===== src/rtl/fifo_rd_stream_adapter_if.sv =====
// Bundle between fifo_rd_stream_adapter, the sync_fifo read port it drives and the downstream sink.
// master = adapter view; slave = FIFO/sink/controller view.
interface fifo_rd_stream_adapter_if #(
    parameter int WIDTH = 80,
    parameter int CNT_W = 32
);
    logic             drain_en;
    logic             fifo_rd_en;
    logic [WIDTH-1:0] fifo_dout;
    logic             fifo_empty;
    logic             m_valid;
    logic [WIDTH-1:0] m_data;
    logic             m_ready;
    logic [1:0]       buf_cnt;
    logic [CNT_W-1:0] beat_cnt;

    modport master (
        input  drain_en, fifo_dout, fifo_empty, m_ready,
        output fifo_rd_en, m_valid, m_data, buf_cnt, beat_cnt
    );

    modport slave (
        output drain_en, fifo_dout, fifo_empty, m_ready,
        input  fifo_rd_en, m_valid, m_data, buf_cnt, beat_cnt
    );
endinterface


===== src/rtl/fifo_rd_stream_adapter.sv =====
// sync_fifo read-side master: FIFO words -> valid/ready stream through a 3-entry skid buffer.
// RD_EN to M_VALID is 2 cycles (std) or 1 (FWFT); M_READY only stalls via buffer credits, never combinationally.
module fifo_rd_stream_adapter #(
    parameter int WIDTH     = 80,
    parameter int FWFT_MODE = 0,
    parameter int CNT_W     = 32
) (
    input logic                      clk,
    input logic                      rst,
    fifo_rd_stream_adapter_if.master bus
);
    logic [WIDTH-1:0] buf_mem [3];
    logic [1:0]       wr_ptr;
    logic [1:0]       rd_ptr;
    logic [1:0]       rd_ptr_nxt;
    logic [1:0]       buf_cnt;
    logic [1:0]       buf_cnt_nxt;
    logic             inflight;
    logic [2:0]       committed;
    logic             rd_en;
    logic             push;
    logic             pop;
    logic [WIDTH-1:0] m_data_q;
    logic [CNT_W-1:0] beat_cnt;

    function automatic logic [1:0] ptr_inc(input logic [1:0] p);
        return (p == 2'd2) ? 2'd0 : p + 2'd1;
    endfunction

    // A read is only issued when the word it returns is guaranteed a slot.
    assign committed   = {1'b0, buf_cnt} + {2'b00, inflight};
    assign rd_en       = bus.drain_en & ~bus.fifo_empty & ~rst & (committed < 3'd3);
    assign pop         = (buf_cnt != 2'd0) & bus.m_ready;
    assign push        = (FWFT_MODE != 0) ? rd_en : inflight;
    assign rd_ptr_nxt  = pop ? ptr_inc(rd_ptr) : rd_ptr;
    assign buf_cnt_nxt = buf_cnt + {1'b0, push} - {1'b0, pop};

    always_ff @(posedge clk) begin
        if (push) begin
            buf_mem[wr_ptr] <= bus.fifo_dout;
        end
    end

    always_ff @(posedge clk) begin
        if (rst) begin
            wr_ptr   <= 2'd0;
            rd_ptr   <= 2'd0;
            buf_cnt  <= 2'd0;
            inflight <= 1'b0;
            m_data_q <= '0;
            beat_cnt <= '0;
        end else begin
            inflight <= (FWFT_MODE == 0) ? rd_en : 1'b0;
            if (push) begin
                wr_ptr <= ptr_inc(wr_ptr);
            end
            rd_ptr  <= rd_ptr_nxt;
            buf_cnt <= buf_cnt_nxt;
            if (pop) begin
                beat_cnt <= beat_cnt + CNT_W'(1);
            end
            // Output register tracks the next head; when the buffer empties it keeps the last word.
            if (buf_cnt_nxt != 2'd0) begin
                m_data_q <= (buf_cnt == {1'b0, pop}) ? bus.fifo_dout : buf_mem[rd_ptr_nxt];
            end
        end
    end

    a_no_overflow: assert property (@(posedge clk) disable iff (rst) push |-> (buf_cnt != 2'd3));

    assign bus.fifo_rd_en = rd_en;
    assign bus.m_valid    = (buf_cnt != 2'd0);
    assign bus.m_data     = m_data_q;
    assign bus.buf_cnt    = buf_cnt;
    assign bus.beat_cnt   = beat_cnt;
endmodule

===== src/flat_wrapper.sv =====
// flat-port wrapper written by rule: the top's interface ports become plain ports
module fifo_rd_stream_adapter_flat 
#(
    parameter int WIDTH     = 80,
    parameter int FWFT_MODE = 0,
    parameter int CNT_W     = 32
)
  (clk, rst, bus_drain_en, bus_fifo_dout, bus_fifo_empty, bus_m_ready, bus_fifo_rd_en, bus_m_valid, bus_m_data, bus_buf_cnt, bus_beat_cnt);
  fifo_rd_stream_adapter_if #(.WIDTH(WIDTH), .CNT_W(CNT_W)) bus_i ();
  input logic clk;
  input logic rst;
  input wire logic [$bits(bus_i.drain_en)-1:0] bus_drain_en;
  input wire logic [$bits(bus_i.fifo_dout)-1:0] bus_fifo_dout;
  input wire logic [$bits(bus_i.fifo_empty)-1:0] bus_fifo_empty;
  input wire logic [$bits(bus_i.m_ready)-1:0] bus_m_ready;
  output wire logic [$bits(bus_i.fifo_rd_en)-1:0] bus_fifo_rd_en;
  output wire logic [$bits(bus_i.m_valid)-1:0] bus_m_valid;
  output wire logic [$bits(bus_i.m_data)-1:0] bus_m_data;
  output wire logic [$bits(bus_i.buf_cnt)-1:0] bus_buf_cnt;
  output wire logic [$bits(bus_i.beat_cnt)-1:0] bus_beat_cnt;
  assign bus_i.drain_en = bus_drain_en;
  assign bus_i.fifo_dout = bus_fifo_dout;
  assign bus_i.fifo_empty = bus_fifo_empty;
  assign bus_i.m_ready = bus_m_ready;
  assign bus_fifo_rd_en = bus_i.fifo_rd_en;
  assign bus_m_valid = bus_i.m_valid;
  assign bus_m_data = bus_i.m_data;
  assign bus_buf_cnt = bus_i.buf_cnt;
  assign bus_beat_cnt = bus_i.beat_cnt;
  fifo_rd_stream_adapter #(.WIDTH(WIDTH), .FWFT_MODE(FWFT_MODE), .CNT_W(CNT_W)) u_core (.clk(clk), .rst(rst), .bus(bus_i));
endmodule

===== config.mk =====
export PLATFORM = sky130hd
export DESIGN_NAME = fifo_rd_stream_adapter_flat
export DESIGN_NICKNAME = d
export VERILOG_FILES = /design/src/rtl/fifo_rd_stream_adapter_if.sv /design/src/rtl/fifo_rd_stream_adapter.sv /design/src/flat_wrapper.sv
export SDC_FILE = /design/constraint.sdc
export NUM_CORES = 1
export LEC_CHECK = 0
export CAP_MARGIN = 15
export CORE_MARGIN = 2
export CORE_UTILIZATION = 38
export DETAILED_ROUTE_END_ITERATION = 6
export SLEW_MARGIN = 20
export SYNTH_ARGS = -nofsm -noshare
export SYNTH_HDL_FRONTEND = slang
export SYNTH_SLANG_ARGS = --single-unit

===== constraint.sdc =====
create_clock -name clk -period 9.38 [get_ports clk]
set_input_delay 1.876 -clock clk [delete_from_list [all_inputs] [get_ports clk]]
set_output_delay 1.876 -clock clk [all_outputs]
set_load 0.02 [all_outputs]

==> flow_summary.toml, run 1 <==
[floorplan]
design.die.area_um2 = 49790
die_w_um = 223.1
fp-row-count = 80
core_area_um2 = 47550
die_height_um = 223.1
initial_core_util_pct = 38.38
boundaryPins = 201

[power_and_ir_drop]
pwr-share-clk_pct = 41.9
power_mw = 3.769
switching_share_pct = 24.59
p_comb_share_pct = 11.3
intPower_mw = 2.842
seq_power_share_pct = 46.8
p_sw_uw = 926.8
vdd_drop_max_mv = 0.1012
p_leak_nw = 7.127
powerDensity_nw_per_um2 = 171.8

[grt]
grt_use_total_pct = 22.63
grt_max_degree = 94
grt_pass1_wl_mm = 87.15
overflow = 0
grt_antenna_before_repair = 2
first_global_vias = 14340

[timing]
period_minus_slack_ps = 5599
fmax_mhz = 178.6
slew_headroom_pct = 25.72
fin_crit_sh_pct = 59.69
worst_slack_ps = 3781
setup_violations = 0
worst_pin_slew_ps = 1114
rsz0062_at_grt = "no"
hold_viol = 0
setup_tns_ps = 0
slew_viol_final = 0
skew_ps = 18.40

[setup_path]
cp.arrival_ps = 3720
criticalPathCategory = "input port to output pin"
cp-end-kind = "output pin"
cp-start-kind = "input port"
cp.required_ps = 7500
critPathMaxFanout = 2

[min_path]
hp-class = "flop to flop"

[cts]
cts_tree = "yes"
postCtsHoldBufs = 0
postCtsSetupBuffers = 0
cts_root_buffer = "clkbuf_16"
cts_max_level = 2
numCtsBuffers = 40
numClockSinks = 359
worstSkewPairLatency_ps = 560
clk_pin_slew_worst_paths_ps = 60
cts.repair.resized = 0
clock_path_buffers = 3

[run]
max-cap-violations = 0

[final_layout]
fin_nets = 1710
multi_input_area_um2 = 7968
final_cell_mix = "240 x edfxtp_1, 198 x clkdlybuf4s50_1, 175 x a21oi_1, 159 x mux2i_1, 116 x dfxtp_1"
area_growth_pct = 20.18
drive_gt1_share_pct = 15.13
final_common_cell = "edfxtp_1"
fillers = 4215
final-seq-area_um2 = 9600

[yosys]
synth_xor_area_share_pct = 0.4799
synth.distinct_cells = 49
synth_top_family_by_area = "compound AO/OA/AOI/OAI gates"
synthesis.nets = 1609
ys_ff_latch = 359
synthCells = 1520
ys_warn_count = 0
avgSynthCellArea_um2 = 12.01
synth_ff_type = "edfxtp_1"
async_flop_share_pct = 0
yosys.area_share.simple_pct = 13.08
synthMuxAreaShare_pct = 9.585
seq_area_frac_synth_pct = 52.55
synth_area_um2 = 18250
synth-compound-area-share_pct = 19.65
synthAdderAreaFrac_pct = 0.2743
synth_edf_count = 240

[drt]
vias = 14115
routed_wl_mm = 57.32
first_pass_iters = 7
vias_per_cell = 6.224
drtAntennaViolNets = 0
drtIter0Drc = 1100
post-route-drc-count = 0
wl_per_cell_um = 25.28

[placed_design]
gp_congestion = 0.7266
place_ws_ps = 3762
port_buffers = 200
dp_hpwl_mm = 30.09

[outcome]
status = "finished, final reports clean"
power groups by stage:
stage / registers, mW / logic, mW / clock network, mW
4_1_cts: 1.76 / 0.425 / 1.61
5_1_grt: 1.77 / 0.458 / 1.67
3_3_place_gp: 1.80 / 0.417 / 0
3_5_place_dp: 1.80 / 0.424 / 0
6_report: 1.76 / 0.427 / 1.58
2_1_floorplan: 1.82 / 0.212 / 0
cell usage after synthesis, types with 7 or more instances:
| cell type | instances | area [µm²] |
|---|---|---|
| a311oi_2 | 65 | 975.9 |
| mux2i_1 | 159 | 1592 |
| buf_4 | 12 | 90.09 |
| dfxtp_1 | 119 | 2382 |
| or4_1 | 7 | 52.55 |
| clkbuf_1 | 110 | 412.9 |
| a21oi_1 | 175 | 875.8 |
| a221o_1 | 79 | 790.8 |
| nor4_1 | 90 | 563.0 |
| nor2_1 | 34 | 127.6 |
| edfxtp_1 | 240 | 7207 |
| or3b_1 | 12 | 105.1 |
| nand2b_1 | 79 | 494.2 |
| mux2_1 | 14 | 157.7 |
| nor2b_1 | 18 | 112.6 |
| nand2_1 | 17 | 63.81 |
| buf_1 | 9 | 33.78 |
| nand4_1 | 7 | 43.79 |
| a311oi_1 | 14 | 122.6 |
| or3b_2 | 68 | 595.6 |
| buf_2 | 36 | 180.2 |
| nand3_1 | 11 | 55.05 |
| o221ai_1 | 79 | 691.9 |
| xor2_1 | 7 | 61.31 |
| and4_1 | 7 | 61.31 |
layout make-up:
type | instances | area share (%)
clock inverters | 20 | 0.8044
repair buffers | 231 | 10.29
inverters | 7 | 0.1198
well taps | 615 | 3.509
multi-input cells | 982 | 36.33
clock buffers | 53 | 5.157
diodes | 1 | 0.01141
flip-flops and latches | 359 | 43.78
path summary, 6_finish.rpt:
kind                                                          start                                  end  slack [ps]  cells after the start
worst min-delay path            u_core.bus.beat_cnt[1]$_SDFFE_PP0P_  u_core.bus.beat_cnt[1]$_SDFFE_PP0P_         510                      2
worst min register to register  u_core.bus.beat_cnt[1]$_SDFFE_PP0P_  u_core.bus.beat_cnt[1]$_SDFFE_PP0P_         510                      2
worst max-delay path                                 bus_fifo_empty                       bus_fifo_rd_en        3780                      4
worst max register to register     u_core.bus.buf_cnt[0]$_SDFF_PP0_   u_core.bus.m_data[30]$_SDFFE_PP0P_        5630                      7
per-stage QoR:
stage	instances	hold slack (ps)	instance area [µm²]	util, %
floorplan	1520	488.4	18250	-
global placement	2193	499.8	20590	43.31
detailed placement	2193	504.2	20590	43.31
CTS	2266	512.3	21900	46.06
global route	2267	558.3	21930	46.12
finish	2268	510.4	21930	46.13
state kept, by name, summed over array words and instances (netlist names):
name                 flops
u_core.bus.beat_cnt     32
u_core.bus.m_data       80
u_core.buf_mem         240
u_core.bus.buf_cnt       2
u_core.rd_ptr            2
u_core.wr_ptr            2
u_core.inflight          1
worst max-delay path, stage by stage:
cell             delay, ps
clkdlybuf4s50_1        390
or4b_2                 680
a21oi_1                150
clkdlybuf4s50_1        620
per-layer routing:
metal	track usage (%)	routed length, µm
met1	30.46	25160
met2	37.60	27310
met3	4.083	3821
met4	5.954	1019
met5	0	11
logic make-up after synthesis:
family	after synthesis
xor gates and xnor gates	10
DFF	359
and+or+nand+nor	367
adders and majority gates	4
muxes	173
AOI/OAI and AO/OA	428
buffers and inverters	179
(Power assumes the default switching activity.)
==> inputs of run 2 (changes only) <==
clock period = 4.5 ns   (was 9.38 ns; I/O delays follow)
==> flow_summary.toml, run 2 (synthesized netlist as in run 1, its figures left out) <==
[floorplan]
initial_core_util_pct = 38.38
fp-row-count = 80
boundaryPins = 201
core_area_um2 = 47550
die_w_um = 223.1
die_height_um = 223.1
design.die.area_um2 = 49790

[power_and_ir_drop]
p_sw_mw = 1.972
intPower_mw = 6.181
powerDensity_nw_per_um2 = 367.5
p_comb_share_pct = 11.0
pwr-share-clk_pct = 43.9
seq_power_share_pct = 45.1
p_leak_nw = 7.227
vdd_drop_max_mv = 0.2726
switching_share_pct = 24.19

[placed_design]
gp_congestion = 0.7156
dp_hpwl_mm = 31.18
port_buffers = 200
placed_area_um2 = 20730

[grt]
grt_pass1_wl_mm = 88.92
grt_use_total_pct = 23.13
grt_antenna_before_repair = 3
first_global_vias = 14612
grt_max_degree = 73
overflow = 0

[final_layout]
drive_gt1_share_pct = 15.46
final_common_cell = "edfxtp_1"
area_growth_pct = 21.56
postLayoutCoreUtil_pct = 46.66
final-seq-area_um2 = 9600
largest_register = "u_core.buf_mem"
final_cell_mix = "240 x edfxtp_1, 198 x clkdlybuf4s50_1, 175 x a21oi_1, 159 x mux2i_1, 116 x dfxtp_1"
final_area_um2 = 22180
fillers = 4227
multi_input_area_um2 = 7980
largest_reg_flops = 240
fin_nets = 1717

[cts]
postCtsSetupBuffers = 0
cts_max_level = 2
cts_root_buffer = "clkbuf_16"
cts_tree = "yes"
worstSkewPairLatency_ps = 570
numCtsBuffers = 42
clock_path_buffers = 3
cts.repair.resized = 0
numClockSinks = 359
postCtsHoldBufs = 0
clk_pin_slew_worst_paths_ps = 60

[timing]
period_minus_slack_ps = 3741
hold_viol = 0
worst_pin_slew_ps = 1150
skew_ps = 10.08
hold_slack_ps = 519.6
setup_violations = 0
setup_tns_ps = 0
fin_crit_sh_pct = 83.12
slew_headroom_pct = 23.35
slew_viol_final = 0
fmax_mhz = 267.3
rsz0062_at_grt = "no"

[drt]
drtAntennaViolNets = 0
wl_per_cell_um = 25.73
first_pass_iters = 5
routed_wl_mm = 58.61
post-route-drc-count = 0
vias = 14271
vias_per_cell = 6.265
drtIter0Drc = 953

[setup_path]
cp.required_ps = 3600
crit_family = "buffers and inverters"
cp.arrival_ps = 2840
slowest_delay_ps = 630
critPathMaxFanout = 21
crit_slowest_cell = "clkdlybuf4s50_1"
crit_chain = "ha_1 -> ha_1 -> or4b_2 -> a21oi_1 -> clkdlybuf4s50_1"
cp_common_cell = "ha_1"
cp-end-kind = "output pin"
criticalPathCategory = "flop to output pin"
cp-start-kind = "flop"
crit_buf_inv = 1

[min_path]
hp-class = "flop to flop"

[run]
max-cap-violations = 0

[outcome]
status = "finished, final reports clean"
## run 2: layout make-up
| cell class | instances | share of cell area (%) |
|---|---|---|
| timing repair buffer | 236 | 10.63 |
| antenna | 1 | 0.01128 |
| inverter | 7 | 0.1184 |
| clock buffer | 54 | 5.319 |
| sequential | 359 | 43.28 |
| tap | 615 | 3.469 |
| multi-input combinational | 982 | 35.97 |
| clock inverter | 24 | 1.201 |
## run 2: power groups by stage
stage | combinational [mW] | sequential (mW) | clock, mW
6_report | 0.900 | 3.68 | 3.58
5_1_grt | 0.961 | 3.68 | 3.80
4_1_cts | 0.902 | 3.67 | 3.65
3_5_place_dp | 0.899 | 3.74 | 0
3_3_place_gp | 0.881 | 3.74 | 0
2_1_floorplan | 0.443 | 3.80 | 0
## run 2: stage by stage
step | setup slack, ps | power (mW) | std cells
6_report | 759.4 | 8.153 | 2278
3_5_place_dp | 636.6 | 4.642 | 2199
2_1_floorplan | 154.0 | 4.243 | 1520
4_1_cts | 713.6 | 8.228 | 2277
5_1_grt | 632.6 | 8.441 | 2277
3_3_place_gp | 665.7 | 4.624 | 2199
## run 2: final timing paths
kind	startpoint	end	slack (ps)	depth (start not counted)
worst max-delay path	u_core.bus.buf_cnt[0]$_SDFF_PP0_	bus_fifo_rd_en	760	5
worst max register to register	u_core.bus.buf_cnt[0]$_SDFF_PP0_	u_core.bus.m_data[57]$_SDFFE_PP0P_	1270	8
worst min register to register	u_core.bus.beat_cnt[1]$_SDFFE_PP0P_	u_core.bus.beat_cnt[1]$_SDFFE_PP0P_	520	2
worst min-delay path	u_core.bus.beat_cnt[1]$_SDFFE_PP0P_	u_core.bus.beat_cnt[1]$_SDFFE_PP0P_	520	2
## run 2: metal layers
layer	GRT usage, %	share of wire [%]	vias to the layer above
met5	0	0.070	-
met4	7.989	2.3	6
met3	3.819	5.9	94
met2	39.90	50	494
met1	29.40	42	7328
li1	-	-	6349
## run 2: worst min-delay path, delay by kind of cell (launching register included)
| kind | cells | cell delay (ps) |
|---|---|---|
| compound gates | 1 | 50 |
| simple gates | 1 | 70 |
| flops | 1 | 350 |
==> inputs of run 3 (changes only) <==
clock period = 3.1 ns   (was 4.5 ns; I/O delays follow)
==> flow_summary.toml, run 3 (synthesized netlist as in run 1, its figures left out) <==
[outcome]
status = "finished, final reports clean"

[setup_path]
worst-r2r-cell-count = 9
timing.rr.start = "u_core.bus.buf_cnt[0]$_SDFF_PP0_"
cp-start-kind = "flop"
cp.arrival_ps = 2390
cp.required_ps = 2480
r2r_setup_slack_ps = 150
critPathMaxFanout = 169
cp-end-kind = "output pin"
reg2reg_to = "u_core.bus.m_data[52]$_SDFFE_PP0P_"
criticalPathCategory = "flop to output pin"

[placed_design]
dp_hpwl_mm = 29.41
port_buffers = 200
dp_cells = 2202
gp_congestion = 0.7271

[floorplan]
die_w_um = 223.1
core_area_um2 = 47550
initial_core_util_pct = 38.38
boundaryPins = 201
fp-row-count = 80
die_height_um = 223.1
design.die.area_um2 = 49790

[power_and_ir_drop]
vdd_drop_max_mv = 0.3522
p_leak_nw = 7.170
powerDensity_nw_per_um2 = 509.2

[grt]
overflow = 0
first_global_vias = 14356
grt_use_total_pct = 21.98
grt_antenna_before_repair = 6
grt_pass1_wl_mm = 85.34
grt_max_degree = 170

[cts]
worstSkewPairLatency_ps = 560
cts_max_level = 2
cts_tree = "yes"
numClockSinks = 359
postCtsHoldBufs = 0
clock_path_buffers = 3
cts_root_buffer = "clkbuf_16"
numCtsBuffers = 41
clk_pin_slew_worst_paths_ps = 50

[timing]
worst_pin_slew_ps = 863.8
rsz0062_at_grt = "no"
hold_viol = 0
setup_violations = 0
fmax_mhz = 331.8
fin_crit_sh_pct = 97.23
hold_slack_ps = 361.0
slew_viol_final = 0
skew_ps = 9.516
slew_headroom_pct = 42.41
period_minus_slack_ps = 3014

[min_path]
min_path_cells = 3
hp-class = "input port to flop"
hold_start = "rst"
whs_endpoint = "u_core.inflight$_SDFF_PP0_"

[final_layout]
final_common_cell = "edfxtp_1"
layout.cells.non_filler = 2281
area_growth_pct = 21.18
largest_reg_flops = 240
final_cell_mix = "240 x edfxtp_1, 197 x clkdlybuf4s50_1, 175 x a21oi_1, 159 x mux2i_1, 116 x dfxtp_1"
fillers = 4243
drive_gt1_share_pct = 15.15
fin_nets = 1719
largest_register = "u_core.buf_mem"

[drt]
vias_per_cell = 6.171
drtIter0Drc = 1091
vias = 14076
first_pass_iters = 5
routed_wl_mm = 55.70
drtAntennaViolNets = 0
post-route-drc-count = 0
wl_per_cell_um = 24.42

[run]
max-cap-violations = 0
-- run 3: cell type report --
| type | count | area, µm² | area share [%] |
|---|---|---|---|
| inverter | 7 | 26.28 | 0.1188 |
| clock buffer | 61 | 1154 | 5.217 |
| tap | 615 | 769.5 | 3.480 |
| timing repair buffer | 239 | 2459 | 11.12 |
| clock inverter | 15 | 117.6 | 0.5319 |
| multi-input combinational | 982 | 7980 | 36.09 |
| antenna | 3 | 7.507 | 0.03395 |
| sequential | 359 | 9600 | 43.41 |
-- run 3: worst max-delay path: stages, from the launching register on --
cell and delay (ps):
dfxtp_4 380, buf_16 550, or2_2 280, clkdlybuf4s50_1 610
-- run 3: worst max-delay path by stage --
stage / end / cells after the start / slack, ps / startpoint
6_report: bus_m_valid / 3 / 90 / u_core.bus.buf_cnt[1]$_SDFF_PP0_
5_1_grt: bus_m_valid / 3 / 3 / u_core.bus.buf_cnt[1]$_SDFF_PP0_
4_1_cts: bus_fifo_rd_en / 5 / 10 / u_core.inflight$_SDFF_PP0_
3_5_place_dp: bus_fifo_rd_en / 4 / 30 / bus_fifo_empty
3_3_place_gp: bus_fifo_rd_en / 4 / -5 / bus_fifo_empty
2_1_floorplan: u_core.buf_mem[2][0]$_DFFE_PP_ / 2 / -980 / u_core.inflight$_SDFF_PP0_
-- run 3: per-layer routing --
metal / track usage [%] / vias up / wire length [µm]
met5: 0 / - / 37
met4: 7.318 / 6 / 1217
met3: 3.464 / 74 / 3272
met2: 37.04 / 458 / 27070
met1: 28.88 / 7175 / 24100
li1: - / 6363 / -
-- run 3: timing repair --
| item | CTS | global route |
|---|---|---|
| setup endpoints to repair | 2 | 1 |
| buffers inserted | 0 | 0 |
| resized for setup | 3 | 1 |
| pin swaps | 0 | 0 |
-- run 3: where the power goes --
group / total, mW / switching [mW] / internal (mW)
Sequential: 5.33 / 0.0855 / 5.24
Combinational: 1.30 / 0.745 / 0.557
Clock: 4.63 / 1.96 / 2.67
Total: 11.3 / 2.79 / 8.47
-- run 3: through the flow --
stage | area (µm²) | utilization [%] | TNS (ps) | power, mW | setup WS, ps
global placement | 20830 | 43.82 | -4.791 | 6.703 | -4.791
detailed placement | 20830 | 43.82 | 0 | 6.729 | 31.62
CTS | 22110 | 46.51 | 0 | 11.37 | 13.39
global route | 22110 | 46.51 | 0 | 11.65 | 3.093
floorplan | 18270 | - | -78470 | 6.158 | -980.9
finish | 22110 | 46.51 | 0 | 11.26 | 85.76
